--- config.mk ---
export PLATFORM = sky130hd
export DESIGN_NAME = traffic_conflict_monitor
export DESIGN_NICKNAME = d
export VERILOG_FILES = /design/src/rtl/traffic_pkg.sv /design/src/rtl/traffic_route_check.sv /design/src/rtl/traffic_conflict_monitor.sv
export SDC_FILE = /design/constraint.sdc
export NUM_CORES = 1
export LEC_CHECK = 0
export ABC_CLOCK_PERIOD_IN_PS = 2800
export CAP_MARGIN = 20
export CELL_PAD_IN_SITES_DETAIL_PLACEMENT = 1
export CELL_PAD_IN_SITES_GLOBAL_PLACEMENT = 1
export CORE_MARGIN = 5
export CORE_UTILIZATION = 36
export DETAILED_ROUTE_END_ITERATION = 8
export GPL_TIMING_DRIVEN = 1
export PLACE_DENSITY_LB_ADDON = 0.1
export SLEW_MARGIN = 20
export SYNTH_ARGS = -nofsm -noshare
export SYNTH_HDL_FRONTEND = slang
export SYNTH_SLANG_ARGS = --single-unit
--- constraint.sdc ---
create_clock -name clk -period 2.8 [get_ports clk]
set_clock_uncertainty 0.2 [all_clocks]
set_input_delay 0.7 -clock clk [delete_from_list [all_inputs] [get_ports clk]]
set_output_delay 0.7 -clock clk [all_outputs]
set_load 0.1 [all_outputs]
--- src/rtl/traffic_pkg.sv ---
// Shared types for the three-route traffic light controller and its safety monitor.
// Lamp encoding, route indices, fault causes and monitor states live here.
package traffic_pkg;

  typedef enum logic [1:0] {
    RED     = 2'b00,
    YELLOW  = 2'b01,
    GREEN   = 2'b10,
    INVALID = 2'b11
  } lamp_t;

  localparam int NUM_ROUTES = 3;
  localparam int BLUE       = 2;
  localparam int BLACK      = 1;
  localparam int YELLOW_RT  = 0;

  // Lower code means higher priority when several checks fire together.
  typedef enum logic [2:0] {
    FC_NONE      = 3'd0,
    FC_INVALID   = 3'd1,
    FC_CONFLICT  = 3'd2,
    FC_ILLEGAL   = 3'd3,
    FC_SHORT_YEL = 3'd4,
    FC_WATCHDOG  = 3'd5
  } fault_code_t;

  typedef enum logic [1:0] {
    ARM   = 2'd0,
    RUN   = 2'd1,
    FAULT = 2'd2
  } mon_state_t;

  function automatic lamp_t route_lamp(input logic [5:0] vec, input int route);
    return lamp_t'(vec[2*route +: 2]);
  endfunction

endpackage

--- src/rtl/traffic_route_check.sv ---
// Per-route combinational checks: lamp code validity, non-red status and
// legality of the step from the previous lamp to the current one.
module traffic_route_check
  import traffic_pkg::*;
(
  input  lamp_t prev,
  input  lamp_t cur,
  output logic  invalid,
  output logic  nonred,
  output logic  illegal_trans,
  output logic  yel_to_red
);

  logic legal_step;

  assign invalid    = (cur == INVALID);
  assign nonred     = (cur != RED);
  assign yel_to_red = (prev == YELLOW) && (cur == RED);

  // Only the red -> green -> yellow -> red cycle, or holding, is allowed.
  assign legal_step = (cur == prev)
                    || ((prev == RED)   && (cur == GREEN))
                    || ((prev == GREEN) && (cur == YELLOW))
                    || yel_to_red;

  assign illegal_trans = !legal_step;

endmodule

--- src/rtl/traffic_conflict_monitor.sv ---
// Safety stage between the traffic light controller and the lamp drivers:
// forwards r_in one cycle late, latches a fault and forces all-red on any violation.
module traffic_conflict_monitor
  import traffic_pkg::*;
#(
  parameter int MIN_YELLOW = 2,
  parameter int MAX_HOLD   = 64
) (
  input  logic       clk,
  input  logic       reset,
  input  logic [5:0] r_in,
  input  logic       clear,
  output logic [5:0] lamp_out,
  output logic       fault,
  output logic [2:0] fault_code
);

  localparam int YW = $clog2(MIN_YELLOW + 1);
  localparam int HW = $clog2(MAX_HOLD + 1);
  localparam logic [YW-1:0] YEL_MIN  = YW'(MIN_YELLOW);
  localparam logic [HW-1:0] HOLD_MAX = HW'(MAX_HOLD);

  mon_state_t  state, state_nxt;
  fault_code_t code_q, code_nxt, cause;

  logic [5:0]    prev, prev_nxt;
  logic [5:0]    lamp_nxt;
  logic          fault_nxt;
  logic [YW-1:0] yel_cnt, yel_nxt;
  logic [HW-1:0] hold_cnt, hold_nxt, hold_inc;

  logic [NUM_ROUTES-1:0] invalid_v, nonred_v, illegal_v, y2r_v, yellow_v;
  logic conflict, same, short_yel, watchdog, clear_ok;

  traffic_route_check u_blue (
    .prev          (route_lamp(prev, BLUE)),
    .cur           (route_lamp(r_in, BLUE)),
    .invalid       (invalid_v[BLUE]),
    .nonred        (nonred_v[BLUE]),
    .illegal_trans (illegal_v[BLUE]),
    .yel_to_red    (y2r_v[BLUE])
  );

  traffic_route_check u_black (
    .prev          (route_lamp(prev, BLACK)),
    .cur           (route_lamp(r_in, BLACK)),
    .invalid       (invalid_v[BLACK]),
    .nonred        (nonred_v[BLACK]),
    .illegal_trans (illegal_v[BLACK]),
    .yel_to_red    (y2r_v[BLACK])
  );

  traffic_route_check u_yellow (
    .prev          (route_lamp(prev, YELLOW_RT)),
    .cur           (route_lamp(r_in, YELLOW_RT)),
    .invalid       (invalid_v[YELLOW_RT]),
    .nonred        (nonred_v[YELLOW_RT]),
    .illegal_trans (illegal_v[YELLOW_RT]),
    .yel_to_red    (y2r_v[YELLOW_RT])
  );

  always_comb begin
    yellow_v = '0;
    for (int i = 0; i < NUM_ROUTES; i++) begin
      yellow_v[i] = (route_lamp(r_in, i) == YELLOW);
    end
  end

  assign conflict  = ($countones(nonred_v) > 1);
  assign same      = (r_in == prev);
  assign clear_ok  = clear && (r_in == 6'b000000);
  assign hold_inc  = (&hold_cnt) ? hold_cnt : hold_cnt + 1'b1;
  // yel_cnt still holds the length of the yellow phase on the yellow->red cycle.
  assign short_yel = (|y2r_v) && (yel_cnt < YEL_MIN);
  assign watchdog  = same && (hold_inc == HOLD_MAX);

  always_comb begin
    // NOTE: every combinational output gets a default first so no path leaves it unassigned (no latch).
    cause = FC_NONE;
    if (|invalid_v) begin
      cause = FC_INVALID;
    end else if (conflict) begin
      cause = FC_CONFLICT;
    end else if (state == RUN) begin
      if (|illegal_v) begin
        cause = FC_ILLEGAL;
      end else if (short_yel) begin
        cause = FC_SHORT_YEL;
      end else if (watchdog) begin
        cause = FC_WATCHDOG;
      end
    end
  end

  always_comb begin
    state_nxt = state;
    lamp_nxt  = 6'b000000;
    fault_nxt = fault;
    code_nxt  = code_q;
    if (clear_ok) begin
      state_nxt = ARM;
      fault_nxt = 1'b0;
      code_nxt  = FC_NONE;
    end else begin
      unique case (state)
        ARM, RUN: begin
          if (cause != FC_NONE) begin
            state_nxt = FAULT;
            fault_nxt = 1'b1;
            code_nxt  = cause;
          end else begin
            state_nxt = RUN;
            lamp_nxt  = r_in;
            fault_nxt = 1'b0;
            code_nxt  = FC_NONE;
          end
        end
        FAULT: begin
          state_nxt = FAULT;
        end
        default: begin
          state_nxt = ARM;
          fault_nxt = 1'b0;
          code_nxt  = FC_NONE;
        end
      endcase
    end
  end

  always_comb begin
    yel_nxt  = '0;
    hold_nxt = '0;
    prev_nxt = prev;
    if (|yellow_v) begin
      yel_nxt = (&yel_cnt) ? yel_cnt : yel_cnt + 1'b1;
    end
    if ((state == RUN) && same) begin
      hold_nxt = hold_inc;
    end
    if (state != FAULT) begin
      prev_nxt = r_in;
    end
  end

  always_ff @(posedge clk) begin
    // NOTE: sequential state uses non-blocking assignments so all registers update from pre-edge values.
    if (reset) begin
      state    <= ARM;
      prev     <= '0;
      lamp_out <= '0;
      fault    <= 1'b0;
      code_q   <= FC_NONE;
      yel_cnt  <= '0;
      hold_cnt <= '0;
    end else begin
      state    <= state_nxt;
      prev     <= prev_nxt;
      lamp_out <= lamp_nxt;
      fault    <= fault_nxt;
      code_q   <= code_nxt;
      yel_cnt  <= yel_nxt;
      hold_cnt <= hold_nxt;
    end
  end

  assign fault_code = code_q;

endmodule

Word-level counts from Yosys, hierarchy flattened. Index checks and enable logic that the tools add are counted.

Reductions and logical operators: 48. $add $sub $neg: 4. Muxes and demuxes: 13. Order comparisons: 2. Bitwise gates (word level): 3. Equal/unequal tests: 23.

Operator list (count): 2-to-1 mux 3 bit (7); == test 2 bit, second input constant (10); == test 2 x 1 -> 1 bit, second input constant (7); zero test 2 bit (7); logical AND 1 bit (13); OR reduction 3 bit (4); logical OR 1 bit (9); OR reduction 2 bit (4); adder 7 x 1 -> 7 bit, second input constant (1); == test 7 bit, second input constant (1); 2-to-1 mux 7 bit (1); AND reduction 7 bit (1); == test 2 bit (3); == test 6 bit (1); zero test 6 bit (1); case mux 3 bit (2 select lines) (1); nonzero test 2 bit (3); case mux 2 bit (2 select lines) (1); OR reduction 4 bit (1); adder 2 x 1 -> 3 bit (1); greater-than comparator 3 x 1 -> 1 bit, second input constant (1); zero test 1 bit (3); inverter 1 bit (3); nonzero test 3 bit (1); other kinds (8) (8).

Output and inout bits: 10. Register bits: 27. Input bits: 9. Word-level logic and storage cells: 100.

Longest topological paths before layout. Gate-level depths: netlist of run 1.

Depth after elaboration: 14. Gate-level depth with buffers: 11.

Cells and area by module. From an unflattened synthesis of run 1, not the netlist that was laid out.

Cell total of the unflattened synthesis: 166. Area total of the unflattened synthesis: 1488.9 µm².

By module, submodules not included: traffic_conflict_monitor (cells each 142, instances 1, area each 1271.2 µm²); traffic_route_check (cells each 8, instances 3, area each 72.6 µm²).

Least setup slack after synthesis of run 1. OpenSTA, ideal clock, no wires.

Path type: input to register. Start point: input port r_in[4]. End point: register lamp_out[0]. Library setup time: 0.115 ns. Arrival time: 2.396 ns. Required time: 2.485 ns. Path buffers: 2. Setup slack: 0.089 ns. Stages on the path: 11. Path through: clkbuf_1 > nor2_1 > inv_1 > ha_1 > nor2b_1 > nor2_1 > and3_1 > o2111ai_2 > and4b_1 > buf_6 > and2_1.

Longest elaborated chain between the ends: 13. Elaborated cells between the ends (all ways): 31. Classes of those cells: add/sub (1); order compare (1); eq/ne (5); mux (6); reduce/logical (18).

Ends and longest elaborated chain: from (decl) (line traffic_conflict_monitor.sv:11) `input logic [5:0] r_in,`; == test 2 bit (line traffic_route_check.sv:22) `|| ((prev == RED) && (cur == GREEN))`; logical AND 1 bit (line traffic_route_check.sv:22); logical OR 1 bit (line traffic_route_check.sv:22); logical OR 1 bit (line traffic_route_check.sv:23) `|| ((prev == GREEN) && (cur == YELLOW))`; logical OR 1 bit (line traffic_route_check.sv:24) `|| yel_to_red;`; zero test 1 bit (line traffic_route_check.sv:26) `assign illegal_trans = !legal_step;`; OR reduction 3 bit (line traffic_conflict_monitor.sv:85) `if (|illegal_v) begin`; 2-to-1 mux 3 bit (line traffic_conflict_monitor.sv:85); 2-to-1 mux 3 bit (line traffic_conflict_monitor.sv:84) `end else if (state == RUN) begin`; 2-to-1 mux 3 bit (line traffic_conflict_monitor.sv:82) `end else if (conflict) begin`; 2-to-1 mux 3 bit (line traffic_conflict_monitor.sv:80) `if (|invalid_v) begin`; nonzero test 3 bit (line traffic_conflict_monitor.sv:107) `if (cause != FC_NONE) begin`; OR reduction 4 bit (no source line) (*); to (signal assigned) (line traffic_conflict_monitor.sv:158) `lamp_out <= lamp_nxt;`; to (decl) (line traffic_conflict_monitor.sv:13) `output logic [5:0] lamp_out,`.

Every way passes the cells marked *; elsewhere a longest branch is shown, timed or not. A chain may end at the register's enable or synchronous reset.

Worst setup path after layout of run 1.
Start point: input port r_in[2]. End point: register lamp_out[1].

Longest elaborated chain between the ends: 13. Elaborated cells between the ends (all ways): 32. Classes of those cells: add/sub (2); order compare (1); eq/ne (5); mux (6); reduce/logical (18).

Ends and longest elaborated chain: parallel branches: the longest is 12 deep, another holds adder 2 x 1 -> 3 bit; OR reduction 4 bit (no source line) (*).

Mark *: on every way between the ends.

==> results of run 1 <==
routing by layer:
metal | track usage, % | up-vias | share of wire (%)
li1 | - | 642 | -
met1 | 21.5 | 603 | 50
met2 | 24.6 | 16 | 46
met3 | 1.80 | 5 | 2.3
met4 | 5.01 | 0 | 1.4
met5 | 0 | - | 0
power breakdown:
group	internal (uW)	total [uW]	switching, uW
Sequential	405	428	22.8
Clock	101	235	133
Combinational	94.6	234	139
final timing paths:
| kind | cells after the start | startpoint | to |
|---|---|---|---|
| min reg2reg | 2 | fault_code[0]$_SDFFE_PP0N_ | fault_code[0]$_SDFFE_PP0N_ |
| max | 10 | r_in[2] | lamp_out[1]$_SDFF_PP0_ |
| max reg2reg | 8 | hold_cnt[1]$_SDFF_PP0_ | lamp_out[1]$_SDFF_PP0_ |
| min | 2 | fault_code[0]$_SDFFE_PP0N_ | fault_code[0]$_SDFFE_PP0N_ |
metrics by stage:
stage	utilization, %	area, sq um	instances
5_1_grt	48.8	1810	247
4_1_cts	48.4	1800	247
3_5_place_dp	47.0	1750	243
2_1_floorplan	-	1400	161
6_report	48.8	1810	247
3_3_place_gp	47.0	1750	243
sequential cells by signal, summed over array words and instances (netlist names):
signal and flops:
prev 6, fault 1, lamp_out 6, hold_cnt 7
fault_code 3, yel_cnt 2, state 2
logic make-up (layout without fill, tap and decap cells):
logic type,after synthesis,after routing,synth area share (%)
flip-flops,27,27,38.7
buffers and inverters,13,51,4.75
multiplexers,5,5,3.59
adder cells (fa/ha/maj),3,3,2.69
XOR/XNOR,11,11,6.91
AO/OA/AOI/OAI,35,35,17.8
AND/OR/NAND/NOR,67,67,25.6
critical path, delay by kind of cell:
kind                   cells  cell delay, ns
and+or+nand+nor            6            0.90
buffers and inverters      3            0.81
AOI/OAI and AO/OA          1            0.16
placed cells by master (no fill, tap or decap), drive strengths merged, types with 4 or more instances in the layout:
cell,Yosys,routed
buf,5,35
dfxtp,27,27
nand2,19,19
a21oi,14,14
nor2,14,14
xnor2,8,8
and2,7,7
mux2i,5,5
nand3b,5,5
inv,4,4
nor2b,4,4
nand2b,4,4
nand3,4,4
clkdlybuf4s50,0,4
dlymetal6s2s,0,4
area by class of cell:
| class | instances | area, sq um |
|---|---|---|
| clock buffers | 3 | 41.3 |
| clock inverters | 1 | 7.51 |
| fillers | 435 | 1900 |
| inverters | 4 | 15.0 |
| multi-input cells | 121 | 795 |
| flip-flops and latches | 27 | 541 |
| well taps | 48 | 60.1 |
| repair buffers | 43 | 353 |
timing repair:
item | CTS | global route
gates resized for setup | 1 | 6
setup endpoints to repair | 6 | 9
pin swaps | 0 | 1
==> key figures, run 1 <==
Yosys
  • Count of warnings emitted by yosys: 0
  • Largest area contributor in the synthesized netlist: sky130_fd_sc_hd__dfxtp_1
  • Ys async rst share: 0%
  • Post-Synthesis Net Count: 173
  • Average footprint of a synthesized cell: 8.67 sq um
  • EDFF count, synth: 0
  • Ranking of synthesized cells by instance count: 27 x sky130_fd_sc_hd__dfxtp_1, 19 x sky130_fd_sc_hd__nand2_1, 14 x sky130_fd_sc_hd__a21oi_1, 14 x sky130_fd_sc_hd__nor2_1, 8 x sky130_fd_sc_hd__xnor2_1
  • Count of cell types in the netlist: 42
  • Most common cell in the netlist: sky130_fd_sc_hd__dfxtp_1
  • Primary flip-flop cell chosen by synthesis mapping: sky130_fd_sc_hd__dfxtp_1
  • Area fraction of the dominant cell type after synthesis: 38.7%
  • Top cells by area in the synthesized netlist: sky130_fd_sc_hd__dfxtp_1 39%, sky130_fd_sc_hd__nand2_1 5.1%, sky130_fd_sc_hd__a21oi_1 5.0%, sky130_fd_sc_hd__xnor2_1 5.0%, sky130_fd_sc_hd__nor2_1 3.8%
  • Mapped Cells: 161
  • Flop and latch count out of synthesis: 27
  • Share of synthesized area occupied by flip-flops and latches: 38.7%
  • Netlist area before placement: 1400 sq um

Drt
  • Detailed-route DRC error count: 0
  • Number of DRC markers in iteration 0: 46
  • Total detailed-routing wirelength: 3680 um
  • Drt wl/cell: around 15 um
  • DRT Pass-1 Iters: 4
  • ANT nets after route: 0
  • Routed via count divided by cell count: between 5 and 6
  • DR vias: around 1300

Worst setup path
  • Critical path start-end classification: in2reg
  • Setup slack on the worst flop-to-flop path: 0.27 ns
  • Sort of element at the end of the critical path: flip-flop
  • Cell at the slowest stage of the critical path: sky130_fd_sc_hd__clkdlybuf4s50_1
  • Delay of the slowest cell on the worst path: 0.49 ns
  • Worst Path Max Fanout: 7
  • Worst endpoint required time: roughly 2.8 ns
  • Arrival time worst endpoint: 2.57 ns
  • Worst-path cell chain: clkdlybuf4s50_1 -> buf_4 -> nor2_1 -> nor2b_1 -> nor2_1 -> buf_4 -> nand2_1 -> a2bb2oi_2 -> and4b_2 -> and2_1
  • Setup crit start kind: input pin

Power
  • Power density over the cells: 495 nW/um^2
  • Leakage dissipation: 0.000783 uW
  • Overall Power: 896 uW
  • Worst vdd rail ir drop: around 0.00023 V

Placement
  • Total half-perimeter wirelength after legalization and detailed placement: 2990 um
  • I/O Buffers: 18
  • Worst-case setup slack after placement: -0.332 ns
  • Routability-driven placement congestion ratio: about 0.78

Final layout
  • Fraction of layout cells with a size suffix above 1: 23.1%
  • Diode insertion count for antenna repair: 0
  • NumNets Final: 212
  • Area delta synth->final: 29.9%

Timing
  • Fin Hold WS: 0.270 ns
  • Number of max-slew violations in the final report: 0
  • Sum Neg Setup Slack: 0 ns
  • Setup-failing EPs final: 0
  • Endpoints failing hold: 0
  • Final critical-path share of the clock period: slightly above 90%
  • RSZ-0062 raised after global routing: no
  • Achievable frequency: 0.387 GHz
  • Final worst slack: 0.213 ns
  • Slew at the pin closest to its max-slew limit: around 0.70 ns
  • Min Tclk post-route: 2.59 ns
  • Worst relative slew slack: a little over half

Global route
  • Number of global-route vias before repair: 1378
  • Overall fraction of global-route tracks in use: between 10% and 20%
  • Remaining global-route overflow: 0
  • Maximum number of pins on one net before global-route repair: 17
  • Initial antenna violation count: 0
  • Wire length of the first global-routing pass: 6440 um

Run status
  • Result of the run: complete, no violations

Clock network
  • Clock Latency Late Sink: 0.28 ns
  • Post-CTS clock slew at the launch and capture registers of the worst setup and hold paths: 0.10 ns
  • Post-CTS Hold Fix Bufs: 0
  • Total setup buffers inserted after CTS: 0
  • H-Tree Depth: 1
  • Number of buffers on the longest clock path: 2
  • CTS tree: yes
  • Number of buffers created by CTS: 3
  • Root Buffer Master: sky130_fd_sc_hd__clkbuf_8
  • Clock sink count: 27

Die
  • Height of the chip: 72.3 um
  • Core region area: 3720 sq um
  • Width of the chip: 72.3 um
  • Ports placed on the boundary: 19
  • Cell Rows: 22
  • Die Footprint: 5220 sq um
  • Initial core utilization: 37.5%

Worst hold path
  • Classification of the worst-slack hold path: reg2reg

Job
  • Number of maximum-capacitance constraint violations: 0
Power figures use the tool's default switching activity.
==> inputs of run 2 (changes only) <==
--- a/config.mk
+++ b/config.mk
@@ -10,11 +10,11 @@
 export CELL_PAD_IN_SITES_DETAIL_PLACEMENT = 1
 export CELL_PAD_IN_SITES_GLOBAL_PLACEMENT = 1
 export CORE_MARGIN = 5
-export CORE_UTILIZATION = 36
+export CORE_UTILIZATION = 37
 export DETAILED_ROUTE_END_ITERATION = 8
 export GPL_TIMING_DRIVEN = 1
 export PLACE_DENSITY_LB_ADDON = 0.1
-export SLEW_MARGIN = 20
 export SYNTH_ARGS = -nofsm -noshare
 export SYNTH_HDL_FRONTEND = slang
+export SYNTH_HIERARCHICAL = 1
 export SYNTH_SLANG_ARGS = --single-unit
==> run 2 against run 1 <==
Compared with the run above:
- synthesized cell count grew 3.1%
- flip-flop and latch count did not move
- wire length up 0.71%
- utilization is 0.36 points lower
- setup slack got worse by 0.090 ns
- die area increased by 3.3%
- global-route usage shrank 0.69 points
- count of clock-buffer cells in the layout unchanged
- critical endpoint is now lamp_out[5]$_SDFF_PP0_
==> key figures, run 2 <==
Power
  • Worst vdd rail ir drop: 0.000194 V (-14%)
  • Overall Power: 939 uW (+4.8%)
  • Leakage dissipation: 0.000762 uW (-2.7%)
  • Power density over the cells: 492 nW/um^2 (-0.49%)

Placement
  • Routability-driven placement congestion ratio: 0.849 (+8.2%)
  • Cell Area, Placed: 1840 sq um (+5.2%)
  • Total half-perimeter wirelength after legalization and detailed placement: 3030 um (+1.2%)
  • Worst-case setup slack after placement: -0.275 ns (+0.0571 ns)
  • I/O Buffers: 18 (unchanged)

Timing
  • Min Tclk post-route: 2.68 ns (+0.0896 ns)
  • Final critical-path share of the clock period: 95.6% (+3.2 points)
  • Endpoints failing hold: 0 (unchanged)
  • Final worst slack: 0.123 ns (-0.0896 ns)
  • RSZ-0062 raised after global routing: no
  • Worst relative slew slack: 74.7% (+22 points)
  • Number of max-slew violations in the final report: 0 (unchanged)
  • Setup-failing EPs final: 0 (unchanged)
  • Sum Neg Setup Slack: 0 ns (unchanged)
  • Achievable frequency: 0.374 GHz (-3.3%)
  • Slew at the pin closest to its max-slew limit: 0.376 ns (-0.325 ns)

Global route
  • Wire length of the first global-routing pass: 6220 um (-3.4%)
  • Remaining global-route overflow: 0 (unchanged)
  • Initial antenna violation count: 0 (unchanged)
  • Maximum number of pins on one net before global-route repair: 17 (unchanged)
  • Overall fraction of global-route tracks in use: 14.7% (-0.69 points)
  • Number of global-route vias before repair: 1326 (-3.8%)

Yosys
  • Mapped Cells: 166 (+3.1%)
  • EDFF count, synth: 0 (unchanged)
  • Flop and latch count out of synthesis: 27 (unchanged)
  • Ys async rst share: 0% (unchanged)
  • Top cells by area in the synthesized netlist: sky130_fd_sc_hd__dfxtp_1 36%, sky130_fd_sc_hd__xnor2_1 6.5%, sky130_fd_sc_hd__nor2_1 6.3%, sky130_fd_sc_hd__nor2b_4 2.8%, sky130_fd_sc_hd__a21oi_1 2.7%
  • Post-Synthesis Net Count: 178 (+2.9%)
  • Ranking of synthesized cells by instance count: 27 x sky130_fd_sc_hd__dfxtp_1, 25 x sky130_fd_sc_hd__nor2_1, 11 x sky130_fd_sc_hd__xnor2_1, 9 x sky130_fd_sc_hd__nand2_1, 8 x sky130_fd_sc_hd__a21oi_1
  • Count of cell types in the netlist: 47 (+12%)
  • Most common cell in the netlist: sky130_fd_sc_hd__dfxtp_1
  • Largest area contributor in the synthesized netlist: sky130_fd_sc_hd__dfxtp_1
  • Netlist area before placement: 1490 sq um (+6.7%)
  • Share of synthesized area occupied by flip-flops and latches: 36.3% (-2.4 points)
  • Area fraction of the dominant cell type after synthesis: 36.3% (-2.4 points)
  • Count of warnings emitted by yosys: 6 (+6)
  • Average footprint of a synthesized cell: 8.97 sq um (+3.5%)
  • Primary flip-flop cell chosen by synthesis mapping: sky130_fd_sc_hd__dfxtp_1

Final layout
  • Biggest regs: hold_cnt x7, lamp_out x6, prev x6
  • Largest register FFs: 7 (unchanged)
  • Most flop-heavy register: hold_cnt
  • Fin area: 1910 sq um (+5.3%)
  • Area delta synth->final: 28.2%
  • Diode insertion count for antenna repair: 0 (unchanged)
  • Most common library cell in the layout ignoring fill and taps: sky130_fd_sc_hd__buf_4
  • NumNets Final: 217 (+2.4%)
  • Fraction of layout cells with a size suffix above 1: 27.5% (+4.3 points)
  • Commonest cells after routing, fill and taps aside: 29 x sky130_fd_sc_hd__buf_4, 27 x sky130_fd_sc_hd__dfxtp_1, 25 x sky130_fd_sc_hd__nor2_1

Drt
  • Routed via count divided by cell count: 5.23 (+2.0%)
  • Detailed-routed wire length on met3: 135 um (+57%)
  • DRT Pass-1 Iters: 4 (unchanged)
  • Drt wl/cell: 14.6 um (-2.1%)
  • Met2 Wirelength: 1840 um (+8.9%)
  • DR vias: 1328 (+4.9%)
  • Detailed-route DRC error count: 0 (unchanged)
  • Detailed-routing wirelength on met1: 1680 um (-9.7%)
  • ANT nets after route: 0 (unchanged)
  • Number of DRC markers in iteration 0: 57 (+24%)
  • Highest metal used: met4
  • Total detailed-routing wirelength: 3710 um (+0.71%)

Die
  • Core region area: 3940 sq um (+6.1%)
  • Ports placed on the boundary: 19 (unchanged)
  • Width of the chip: 73.4 um (+1.6%)
  • Height of the chip: 73.4 um (+1.6%)
  • Die Footprint: 5390 sq um (+3.3%)
  • Initial core utilization: 37.8% (+0.22 points)
  • Cell Rows: 23 (+4.5%)

Worst setup path
  • Setup crit start kind: input pin
  • Worst Path Max Fanout: 6 (-1)
  • Arrival time worst endpoint: 2.66 ns (+0.09 ns)
  • Worst endpoint required time: 2.79 ns (about the same)
  • Sort of element at the end of the critical path: flip-flop
  • Critical path start-end classification: in2reg

Clock network
  • Number of buffers on the longest clock path: 2 (unchanged)
  • CTS tree: yes
  • Post-CTS clock slew at the launch and capture registers of the worst setup and hold paths: 0.10 ns (about the same)
  • Clock sink count: 27 (unchanged)
  • H-Tree Depth: 1 (unchanged)
  • Clock Latency Late Sink: 0.28 ns (about the same)
  • Root Buffer Master: sky130_fd_sc_hd__clkbuf_8
  • Number of buffers created by CTS: 3 (unchanged)
  • Post-CTS Hold Fix Bufs: 0 (unchanged)

Run status
  • Result of the run: complete, no violations

Job
  • Number of maximum-capacitance constraint violations: 0 (unchanged)

Worst hold path
  • Classification of the worst-slack hold path: reg2reg
[run 2: changes by cell type after synthesis, sizes merged, moves of 5 or more]
cell / change
nor2: +11
nand2: -10
o21ai: +8
a21oi: -6
nand3b: -5
[run 2: path summary, 6_finish.rpt]
path | from | cells after the start | slack, ns | end
max reg2reg | hold_cnt[0]$_SDFF_PP0_ | 7 | 0.50 | lamp_out[5]$_SDFF_PP0_
min | fault_code[2]$_SDFFE_PP0N_ | 2 | 0.25 | fault_code[2]$_SDFFE_PP0N_
min reg2reg | fault_code[2]$_SDFFE_PP0N_ | 2 | 0.25 | fault_code[2]$_SDFFE_PP0N_
max | r_in[4] | 9 | 0.12 | lamp_out[5]$_SDFF_PP0_
[run 2: area by class of cell]
type	count	area, sq um
clock buffer	3	41.3
clock inverter	1	7.51
fill	474	2030
inverter	7	26.3
multi-input combinational	129	927
sequential	27	541
tap	50	62.6
timing repair buffer	37	303
[run 2: power breakdown]
part	switching (uW)	internal (uW)	leakage, uW
sequential	28.0	407	0.000220
combinational	158	113	0.000520
clock	132	101	0.0000217
total	318	621	0.000762
[run 2: worst max-delay path: stages]
cell	delay, ns
sky130_fd_sc_hd__clkdlybuf4s50_1	0.44
sky130_fd_sc_hd__buf_4	0.17
sky130_fd_sc_hd__or2_4	0.24
sky130_fd_sc_hd__nor3b_2	0.18
sky130_fd_sc_hd__nor3_1	0.08
sky130_fd_sc_hd__o21ai_0	0.33
sky130_fd_sc_hd__a31oi_4	0.07
sky130_fd_sc_hd__o211a_1	0.27
sky130_fd_sc_hd__and3_1	0.18
[run 2: logic make-up after synthesis]
family,Yosys count,share of synthesized area (%)
muxes,3,2.02
xor gates and xnor gates,12,7.06
buffers and inverters,10,2.61
adders and majority gates,3,2.52
DFF,27,36.3
and+or+nand+nor,75,30.7
AOI/OAI and AO/OA,36,18.8
[run 2: repair_timing]
action                     CTS  global route
resized for setup            0             5
buffers inserted             0             0
setup endpoints to repair    0             8
[run 2: per-layer routing]
layer  track usage (%)  up-vias
met5                 0        -
met4              4.83        0
met3              2.33        5
met2              24.3       27
met1              19.5      632
li1                  -      664
[run 2: through the flow]
step           util (%)  hold slack [ns]  std cells
2_1_floorplan         -            0.285        166
3_3_place_gp       46.6            0.241        250
3_5_place_dp       46.6            0.248        250
4_1_cts            47.8            0.262        254
5_1_grt            48.4            0.272        254
6_report           48.4            0.254        254
==> inputs of run 3 (changes only) <==
--- a/config.mk
+++ b/config.mk
@@ -10,7 +10,8 @@
 export CELL_PAD_IN_SITES_DETAIL_PLACEMENT = 1
 export CELL_PAD_IN_SITES_GLOBAL_PLACEMENT = 1
 export CORE_MARGIN = 5
-export CORE_UTILIZATION = 37
+export CORE_UTILIZATION = 39
+export CTS_BUF_LIST = sky130_fd_sc_hd__clkbuf_4
 export DETAILED_ROUTE_END_ITERATION = 8
 export GPL_TIMING_DRIVEN = 1
 export PLACE_DENSITY_LB_ADDON = 0.1
==> run 3 against run 2 <==
Compared with the run above:
- non-clock buffer count is 3 higher
- utilization increased by 3.3 points
- first-iteration DRC count shrank 16%
- combinational power grew 1%
- setup slack improved by 0.039 ns
- register-to-register slack got worse by 0.06 ns
- count of clock-buffer cells in the layout increased by 1
- via count up 0.60%
- critical path depth is 1 lower
- sequential power hardly changed
- critical endpoint unchanged
- largest power group unchanged
==> key figures, run 3 (synthesis gave the netlist of run 2 again) <==
Global route
  • Number of global-route vias before repair: 1445 (+9.0%)
  • Initial antenna violation count: 0 (unchanged)
  • Overall fraction of global-route tracks in use: 15.9% (+1.2 points)
  • Remaining global-route overflow: 0 (unchanged)
  • Wire length of the first global-routing pass: 6570 um (+5.5%)
  • Maximum number of pins on one net before global-route repair: 15 (-2)

Die
  • Width of the chip: 71.8 um (-2.2%)
  • Height of the chip: 71.8 um (-2.2%)
  • Cell Rows: 22 (-4.3%)
  • Ports placed on the boundary: 19 (unchanged)
  • Die Footprint: 5150 sq um (-4.4%)
  • Core region area: 3690 sq um (-6.4%)
  • Initial core utilization: 40.4% (+2.6 points)

Clock network
  • Clock sink count: 27 (unchanged)
  • Total setup buffers inserted after CTS: 0 (unchanged)
  • CTS tree: yes
  • Root Buffer Master: sky130_fd_sc_hd__clkbuf_4
  • Number of buffers created by CTS: 3 (unchanged)
  • Number of buffers on the longest clock path: 2 (unchanged)
  • Post-CTS clock slew at the launch and capture registers of the worst setup and hold paths: 0.15 ns (+0.05 ns)
  • Post-CTS Hold Fix Bufs: 0 (unchanged)
  • H-Tree Depth: 1 (unchanged)
  • Clock Latency Late Sink: 0.33 ns (+0.05 ns)

Timing
  • Achievable frequency: 0.379 GHz (+1.5%)
  • Min Tclk post-route: 2.64 ns (-0.0392 ns)
  • Setup-failing EPs final: 0 (unchanged)
  • Final critical-path share of the clock period: 94.2% (-1.4 points)
  • Number of max-slew violations in the final report: 0 (unchanged)
  • Worst relative slew slack: 67.5% (-7.2 points)
  • RSZ-0062 raised after global routing: no
  • Endpoints failing hold: 0 (unchanged)
  • Slew at the pin closest to its max-slew limit: 0.475 ns (+0.0993 ns)

Worst hold path
  • Worst Hold Launch: fault_code[2]$_SDFFE_PP0N_
  • Hold Crit Endpoint: fault_code[2]$_SDFFE_PP0N_
  • Min-Delay Path Depth: 2 (unchanged)
  • Classification of the worst-slack hold path: reg2reg

Final layout
  • Largest register FFs: 7 (unchanged)
  • Final-layout fill cell count: 470 (-0.84%)
  • Commonest cells after routing, fill and taps aside: 32 x sky130_fd_sc_hd__buf_4, 27 x sky130_fd_sc_hd__dfxtp_1, 25 x sky130_fd_sc_hd__nor2_1
  • Area delta synth->final: 28.0%
  • Biggest regs: hold_cnt x7, lamp_out x6, prev x6
  • Fin area: 1910 sq um (-0.13%)
  • Storage cell area: 541 sq um (unchanged)
  • Fraction of layout cells with a size suffix above 1: 28.5% (+1.1 points)
  • Diode insertion count for antenna repair: 0 (unchanged)
  • Area of combinational cells with multiple inputs: 928 sq um (+0.13%)
  • Most common library cell in the layout ignoring fill and taps: sky130_fd_sc_hd__buf_4
  • Most flop-heavy register: hold_cnt
  • NumNets Final: 220 (+1.4%)

Drt
  • DR vias: 1336 (+0.60%)
  • ANT nets after route: 0 (unchanged)
  • DRT Pass-1 Iters: 4 (unchanged)
  • Drt wl/cell: 14.9 um (+2.0%)
  • Detailed-route DRC error count: 0 (unchanged)
  • Total detailed-routing wirelength: 3800 um (+2.4%)
  • Routed via count divided by cell count: 5.24 (+0.21%)
  • Number of DRC markers in iteration 0: 48 (-16%)

Worst setup path
  • Sort of element at the end of the critical path: flip-flop
  • Setup slack on the worst flop-to-flop path: 0.44 ns (-0.06 ns)
  • Cell at the slowest stage of the critical path: sky130_fd_sc_hd__clkdlybuf4s50_1
  • Setup crit start kind: input pin
  • Delay of the slowest cell on the worst path: 0.51 ns (+0.07 ns)
  • Startpoint of the most critical register-to-register path: hold_cnt[0]$_SDFF_PP0_
  • Worst Reg-to-Reg Cells: 7 (unchanged)
  • Worst endpoint required time: 2.83 ns (+0.04 ns)
  • Worst-path cell chain: clkdlybuf4s50_1 -> buf_4 -> xnor2_1 -> nand2_1 -> nor4_4 -> a31oi_4 -> o211a_1 -> and3_1
  • Capturing point of the worst reg2reg path: lamp_out[5]$_SDFF_PP0_
  • Worst Path Max Fanout: 7 (+1)
  • Critical path start-end classification: in2reg
  • Arrival time worst endpoint: 2.67 ns (about the same)

Job
  • Number of maximum-capacitance constraint violations: 0 (unchanged)

Placement
  • Cell Area, Placed: 1860 sq um (+1.1%)
  • Total half-perimeter wirelength after legalization and detailed placement: 3170 um (+4.9%)
  • I/O Buffers: 18 (unchanged)
  • Routability-driven placement congestion ratio: 0.827 (-2.6%)

Power
  • Power density over the cells: 468 nW/um^2 (-5.0%)
  • Worst vdd rail ir drop: 0.000167 V (-14%)
  • Leakage dissipation: 0.000756 uW (-0.69%)
  • Overall Power: 891 uW (-5.2%)

Run status
  • Result of the run: complete, no violations
## run 3: what timing repair did
| item | 4_1_cts | 5_1_grt |
|---|---|---|
| hold endpoints to repair | 0 | 0 |
| gates resized for setup | 1 | 3 |
| setup endpoints to repair | 5 | 6 |
## run 3: power by group
group	internal [uW]	leakage (uW)	switching [uW]
Clock	65.6	0.0000184	114
Combinational	114	0.000518	161
Sequential	408	0.000220	28.7
Total	587	0.000756	304
## run 3: critical path: cells and delay by family
kind	cells	cell delay (ns)
AO/OA/AOI/OAI	2	0.42
XOR/XNOR	1	0.16
buffers and inverters	2	0.70
AND/OR/NAND/NOR	3	0.69
## run 3: final cells by class
class / count / area share (%)
well taps: 48 / 3.15
multi-input cells: 129 / 48.7
flip-flops and latches: 27 / 28.4
inverters: 7 / 1.38
repair buffers: 40 / 16.8
clock buffers: 4 / 1.58
## run 3: worst max-delay path by stage
stage,startpoint,endpoint,slack [ns]
finish,r_in[0],lamp_out[5]$_SDFF_PP0_,0.16
global route,r_in[0],lamp_out[2]$_SDFF_PP0_,0.04
CTS,r_in[0],lamp_out[2]$_SDFF_PP0_,0.06
detailed placement,r_in[0],lamp_out[2]$_SDFF_PP0_,-0.41
global placement,r_in[0],lamp_out[3]$_SDFF_PP0_,-0.21
floorplan,r_in[1],fault_code[0]$_SDFFE_PP0N_,0.50
## run 3: layer usage
layer / global-route usage (%) / vias up / wire [um] / share of wire [%]
met5: 0 / - / 0 / 0
met4: 4.59 / 0 / 62 / 1.6
met3: 1.82 / 8 / 106 / 2.8
met2: 28.8 / 18 / 1960 / 52
met1: 19.7 / 642 / 1670 / 44
li1: - / 668 / - / -
## run 3: stage by stage
stage	TNS, ns	hold slack, ns	std cells	setup WS (ns)	util, %
final	0	0.258	255	0.163	51.7
after global routing	0	0.285	255	0.0370	51.7
after CTS	0	0.266	255	0.0582	51.3
after detailed placement	-3.33	0.246	251	-0.413	50.3
after global placement	-1.42	0.238	251	-0.215	50.3
after floorplan	0	0.285	166	0.500	-
==> variant 1, RTL diff (flow settings as in run 2) <==
Change the parameter `MAX_HOLD` from 64 to 128.
--- a/src/rtl/traffic_conflict_monitor.sv
+++ b/src/rtl/traffic_conflict_monitor.sv
@@ -5,5 +5,5 @@
 #(
   parameter int MIN_YELLOW = 2,
-  parameter int MAX_HOLD   = 64
+  parameter int MAX_HOLD   = 128
 ) (
   input  logic       clk,
Formal check against the unedited RTL: no difference found for any inputs over 10 cycles, from zero or initial values and one cycle with reset high; that may be too few to reach the edited logic, so the function may still have changed.
==> variant 1 against run 2 <==
Final cell count is 11% higher; area after synthesis increased by 7.7%; sequential cell count up 1; sequential share of layout area down 1.1 points; setup slack gained 0.0083 ns; highest routed layer unchanged; total power rose by 1.7%; wire length rose by 21%; design area increased by 7.9%.
==> variant 1: results (changes against run 2) <==
status finished, final reports clean (unchanged); switching pwr 0.327 mW (was 0.318 mW); M2 GR Usage 30.6% (was 24.3%); WHS Endpoint fault_code[2] (unchanged); fillers 519 (was 474); via count 1516 (was 1328); Netlist cell types 39 (was 47); overall global routing resource usage 16.5% (was 14.7%); placed instance count 278 (was 250); initial DRC count 20 (was 57); Seq pwr share 48.0% (was 46.4%); Mapped Nets 202 (was 178); RR Endpoint fault_code[2] (was lamp_out[5]); Worst Path Arrival 2.62 ns (was 2.66 ns); Total Nets Final 245 (was 217); sequential element share of the synthesized area 34.9% (was 36.3%); leak pwr 0.851 nW (was 0.762 nW); clock root buffer clkbuf_8 (unchanged); routed vias/inst 5.36 (was 5.23); Min Hold Slack 0.281 ns (was 0.254 ns); Slew headroom 54.5% (was 74.7%); hold_sp fault_code[2] (unchanged); largest net degree at the start of global routing 15 (was 17); Commonest cells post-synth 28 x dfxtp_1, 22 x nand2_1, 18 x nor2_1, 14 x a21oi_1, 11 x nor3_1 (was 27 x dfxtp_1, 25 x nor2_1, 11 x xnor2_1, 9 x nand2_1, 8 x a21oi_1); Seq group 0.459 mW (was 0.435 mW); Placement Setup Slack -0.391 ns (was -0.275 ns); first-pass GRT wire length 7290 um (was 6220 um); CTS buffer count 3 (unchanged); vias in the first global route 1585 (was 1326); placed inst area 0.00196 mm^2 (was 0.00184 mm^2); Synth area leaders dfxtp_1 35%, nand2_1 5.1%, a21oi_1 4.4%, xor2_1 4.4%, nor2_1 4.2% (was dfxtp_1 36%, xnor2_1 6.5%, nor2_1 6.3%, nor2b_4 2.8%, a21oi_1 2.7%); HPWL after DPL 3520 um (was 3030 um); Worst Path Max Fanout 3 (was 6); R2R depth 8 (was 7); met1 Track Usage GR 19.5% (about the same); RD Place Congestion 0.865 (was 0.849); GR Layer Usage met3 2.77% (was 2.33%); Worst R2R Setup Slack 0.15 ns (was 0.50 ns); VDD IR max 0.000225 V (was 0.000194 V); Register Area 561 um^2 (was 541 um^2); combinational power 0.282 mW (was 0.271 mW); top flop regs hold_cnt x8, lamp_out x6, prev x6 (was hold_cnt x7, lamp_out x6, prev x6); share of cells above drive strength 1 29.0% (was 27.5%); synthesized area per cell 8.44 um^2 (was 8.97 um^2); routed length per instance 15.9 um (was 14.6 um)
-- variant 1: cell types whose count changed in the layout (fill, tap and decap cells not counted), sizes merged, moves of 3 or more --
cell and delta:
a21oi +8, and2 +3, buf +4, nand2 +13
nor2 -7, nor2b -3, nor3 +6, o21ai +3
or2 +3, xnor2 -8, xor2 +7
-- variant 1: layout make-up --
class,instances,area share (%)
clock buffer,3,2.00
inverter,7,1.28
multi-input combinational,152,49.8
sequential,28,27.2
tap,52,3.16
timing repair buffer,41,16.6
-- variant 1: tightest hold or removal path, delay by kind of cell (launching register included) --
family | cells | cell delay (ns)
AND/OR/NAND/NOR | 1 | 0.06
flip-flops | 1 | 0.33
AO/OA/AOI/OAI | 1 | 0.06
-- variant 1: cell families (layout without fill, tap and decap cells) --
logic type,after synthesis,count (layout),synth area share (%)
simple gates,93,93,34.1
mux,2,2,1.25
compound gates,43,43,18.1
fa+ha+maj,3,3,2.34
flops,28,28,34.9
xor+xnor,11,11,6.01
buf+inv,10,51,3.28
-- variant 1: how the worst max path moves through the flow --
stage / slack, ns / from / end / depth (start not counted)
CTS: 0.009 / r_in[3] / state[1] / 8
floorplan: 0.36 / r_in[1] / state[1] / 7
detailed placement: -0.39 / r_in[4] / state[1] / 8
global placement: -0.28 / r_in[4] / state[1] / 8
global route: -0.03 / hold_cnt[0] / fault_code[2] / 8
finish: 0.13 / r_in[1] / state[1] / 8
-- variant 1: routing by layer --
metal  share of wire (%)  wire length, um  up-vias
met3                 2.0               89        2
met4                0.36               16        0
met5                   0                0        -
li1                    -                -      761
met2                  54             2410       10
met1                  44             1980      743
-- variant 1: timing repair --
| item | in CTS | in global routing |
|---|---|---|
| pin swaps | 2 | 5 |
| endpoints found under the setup margin | 8 | 9 |
| setup buffers | 1 | 1 |
| gates resized for setup | 3 | 9 |
==> variant 2, RTL diff (config.mk and constraints of run 2) <==
Made on the original files. Add an input register stage for `r_in` and `clear`, without a reset; this delays them by one clock. Comments in the files are not updated.
--- a/src/rtl/traffic_conflict_monitor.sv
+++ b/src/rtl/traffic_conflict_monitor.sv
@@ -21,4 +21,12 @@
   localparam logic [HW-1:0] HOLD_MAX = HW'(MAX_HOLD);
 
+  logic [5:0] r_q;
+  logic clear_q;
+
+  always_ff @(posedge clk) begin
+    r_q     <= r_in;
+    clear_q <= clear;
+  end
+
   mon_state_t  state, state_nxt;
   fault_code_t code_q, code_nxt, cause;
@@ -35,5 +43,5 @@
   traffic_route_check u_blue (
     .prev          (route_lamp(prev, BLUE)),
-    .cur           (route_lamp(r_in, BLUE)),
+    .cur           (route_lamp(r_q, BLUE)),
     .invalid       (invalid_v[BLUE]),
     .nonred        (nonred_v[BLUE]),
@@ -44,5 +52,5 @@
   traffic_route_check u_black (
     .prev          (route_lamp(prev, BLACK)),
-    .cur           (route_lamp(r_in, BLACK)),
+    .cur           (route_lamp(r_q, BLACK)),
     .invalid       (invalid_v[BLACK]),
     .nonred        (nonred_v[BLACK]),
@@ -53,5 +61,5 @@
   traffic_route_check u_yellow (
     .prev          (route_lamp(prev, YELLOW_RT)),
-    .cur           (route_lamp(r_in, YELLOW_RT)),
+    .cur           (route_lamp(r_q, YELLOW_RT)),
     .invalid       (invalid_v[YELLOW_RT]),
     .nonred        (nonred_v[YELLOW_RT]),
@@ -63,11 +71,11 @@
     yellow_v = '0;
     for (int i = 0; i < NUM_ROUTES; i++) begin
-      yellow_v[i] = (route_lamp(r_in, i) == YELLOW);
+      yellow_v[i] = (route_lamp(r_q, i) == YELLOW);
     end
   end
 
   assign conflict  = ($countones(nonred_v) > 1);
-  assign same      = (r_in == prev);
-  assign clear_ok  = clear && (r_in == 6'b000000);
+  assign same      = (r_q == prev);
+  assign clear_ok  = clear_q && (r_q == 6'b000000);
   assign hold_inc  = (&hold_cnt) ? hold_cnt : hold_cnt + 1'b1;
   // yel_cnt still holds the length of the yellow phase on the yellow->red cycle.
@@ -111,5 +119,5 @@
           end else begin
             state_nxt = RUN;
-            lamp_nxt  = r_in;
+            lamp_nxt  = r_q;
             fault_nxt = 1'b0;
             code_nxt  = FC_NONE;
@@ -139,5 +147,5 @@
     end
     if (state != FAULT) begin
-      prev_nxt = r_in;
+      prev_nxt = r_q;
     end
   end
Formal check against the unedited RTL: not equivalent (Yosys sat finds a counterexample within 4 cycles, from zero or initial values and one cycle with reset high).
==> variant 2 against run 2 <==
Wire length grew 6.5%; total power rose by 22%; maximum frequency increased by 11%; setup slack better by 0.27 ns; area after synthesis grew 10%; global-route usage fell by 0.38 points; largest power group unchanged; sequential cell count grew 7; design area rose by 3.8%.
==> variant 2: results (changes against run 2) <==
status finished, final reports clean (unchanged); synthesized area per cell 9.33 um^2 (was 8.97 um^2); initial cell density of the core 38.0% (was 37.8%); Worst Path Arrival 2.41 ns (was 2.66 ns); CTS buffer count 5 (was 3); WHS Endpoint fault (was fault_code[2]); Total Nets Final 214 (was 217); CTS H-tree depth 2 (was 1); Setup crit start r_q[4] (was r_in[4]); setup ws final 0.394 ns (was 0.123 ns); largest net degree at the start of global routing 12 (was 17); met1 Track Usage GR 16.8% (was 19.5%); RR Endpoint lamp_out[2] (was lamp_out[5]); drt total wl 3950 um (was 3710 um); sequential element share of the synthesized area 41.4% (was 36.3%); vias in the first global route 1414 (was 1326); Crit-path slowest cell dfxtp_1 (was clkdlybuf4s50_1); Reg clk slew, reported paths 0.07 ns (was 0.10 ns); placed inst area 0.00189 mm^2 (was 0.00184 mm^2); largest register by flop count hold_cnt (unchanged); R2R depth 9 (was 7); Min Hold Slack 0.259 ns (was 0.254 ns); VDD IR max 0.000297 V (was 0.000194 V); M2 GR Usage 24.5% (was 24.3%); Worst Path Max Fanout 10 (was 6); leak pwr 0.735 nW (was 0.762 nW); post-CTS setup buffers 0 (unchanged); fillers 519 (was 474); First-pass DRT Iterations 4 (unchanged); HPWL after DPL 3060 um (was 3030 um); Clk network pwr share 32.9% (was 24.8%); combinational power 0.224 mW (was 0.271 mW); placed instance count 247 (was 250); Placement Setup Slack 0.319 ns (was -0.275 ns); pwr dens 580 mW/mm^2 (was 492 mW/mm^2); DR WL met2 1930 um (was 1840 um); Crit path largest cell delay 0.54 ns (was 0.44 ns); Most used DFF post-synth dfxtp_1 (unchanged); hold_sp fault (was fault_code[2]); WL met1 1820 um (was 1680 um); Netlist cell types 43 (was 47); Mapped Nets 188 (was 178); Max Root-Sink Buffers 2 (unchanged); Synth area leaders dfxtp_1 41%, xnor2_1 5.3%, a21oi_1 4.6%, nand2_1 4.3%, nor2_1 3.0% (was dfxtp_1 36%, xnor2_1 6.5%, nor2_1 6.3%, nor2b_4 2.8%, a21oi_1 2.7%); initial DRC count 39 (was 57); Tot Pwr 1.15 mW (was 0.939 mW); Layout Cells excl Fill 255 (was 254); metal3 WL 143 um (was 135 um); RD Place Congestion 0.818 (was 0.849); Commonest cells post-synth 34 x dfxtp_1, 19 x nand2_1, 15 x a21oi_1, 13 x nor2_1, 10 x xnor2_1 (was 27 x dfxtp_1, 25 x nor2_1, 11 x xnor2_1, 9 x nand2_1, 8 x a21oi_1)
variant 2: cell types whose count changed after synthesis, moves of 3 or more:
cell / before / now
nor2_1: 25 / 13
nand2_1: 9 / 19
a21oi_1: 8 / 15
dfxtp_1: 27 / 34
nor3b_1: 1 / 5
a21oi_2: 0 / 3
inv_1: 7 / 4
o21ai_1: 3 / 0
or2_2: 0 / 3
variant 2: cell type report:
cell class              instances  share of cell area [%]
repair buffers                 23                    9.73
inverters                       4                   0.758
clock inverters                 2                   0.632
clock buffers                   6                    4.17
well taps                      52                    3.28
multi-input cells             134                    47.1
flip-flops and latches         34                    34.4
variant 2: cells by family (layout without fill, tap and decap cells):
kind of cell,Yosys count,after routing,share of synthesized area (%)
and+or+nand+nor,80,80,31.3
DFF,34,34,41.4
xor gates and xnor gates,11,11,5.86
AOI/OAI and AO/OA,38,38,16.1
muxes,2,2,1.22
buffers and inverters,8,35,1.83
adders and majority gates,3,3,2.29
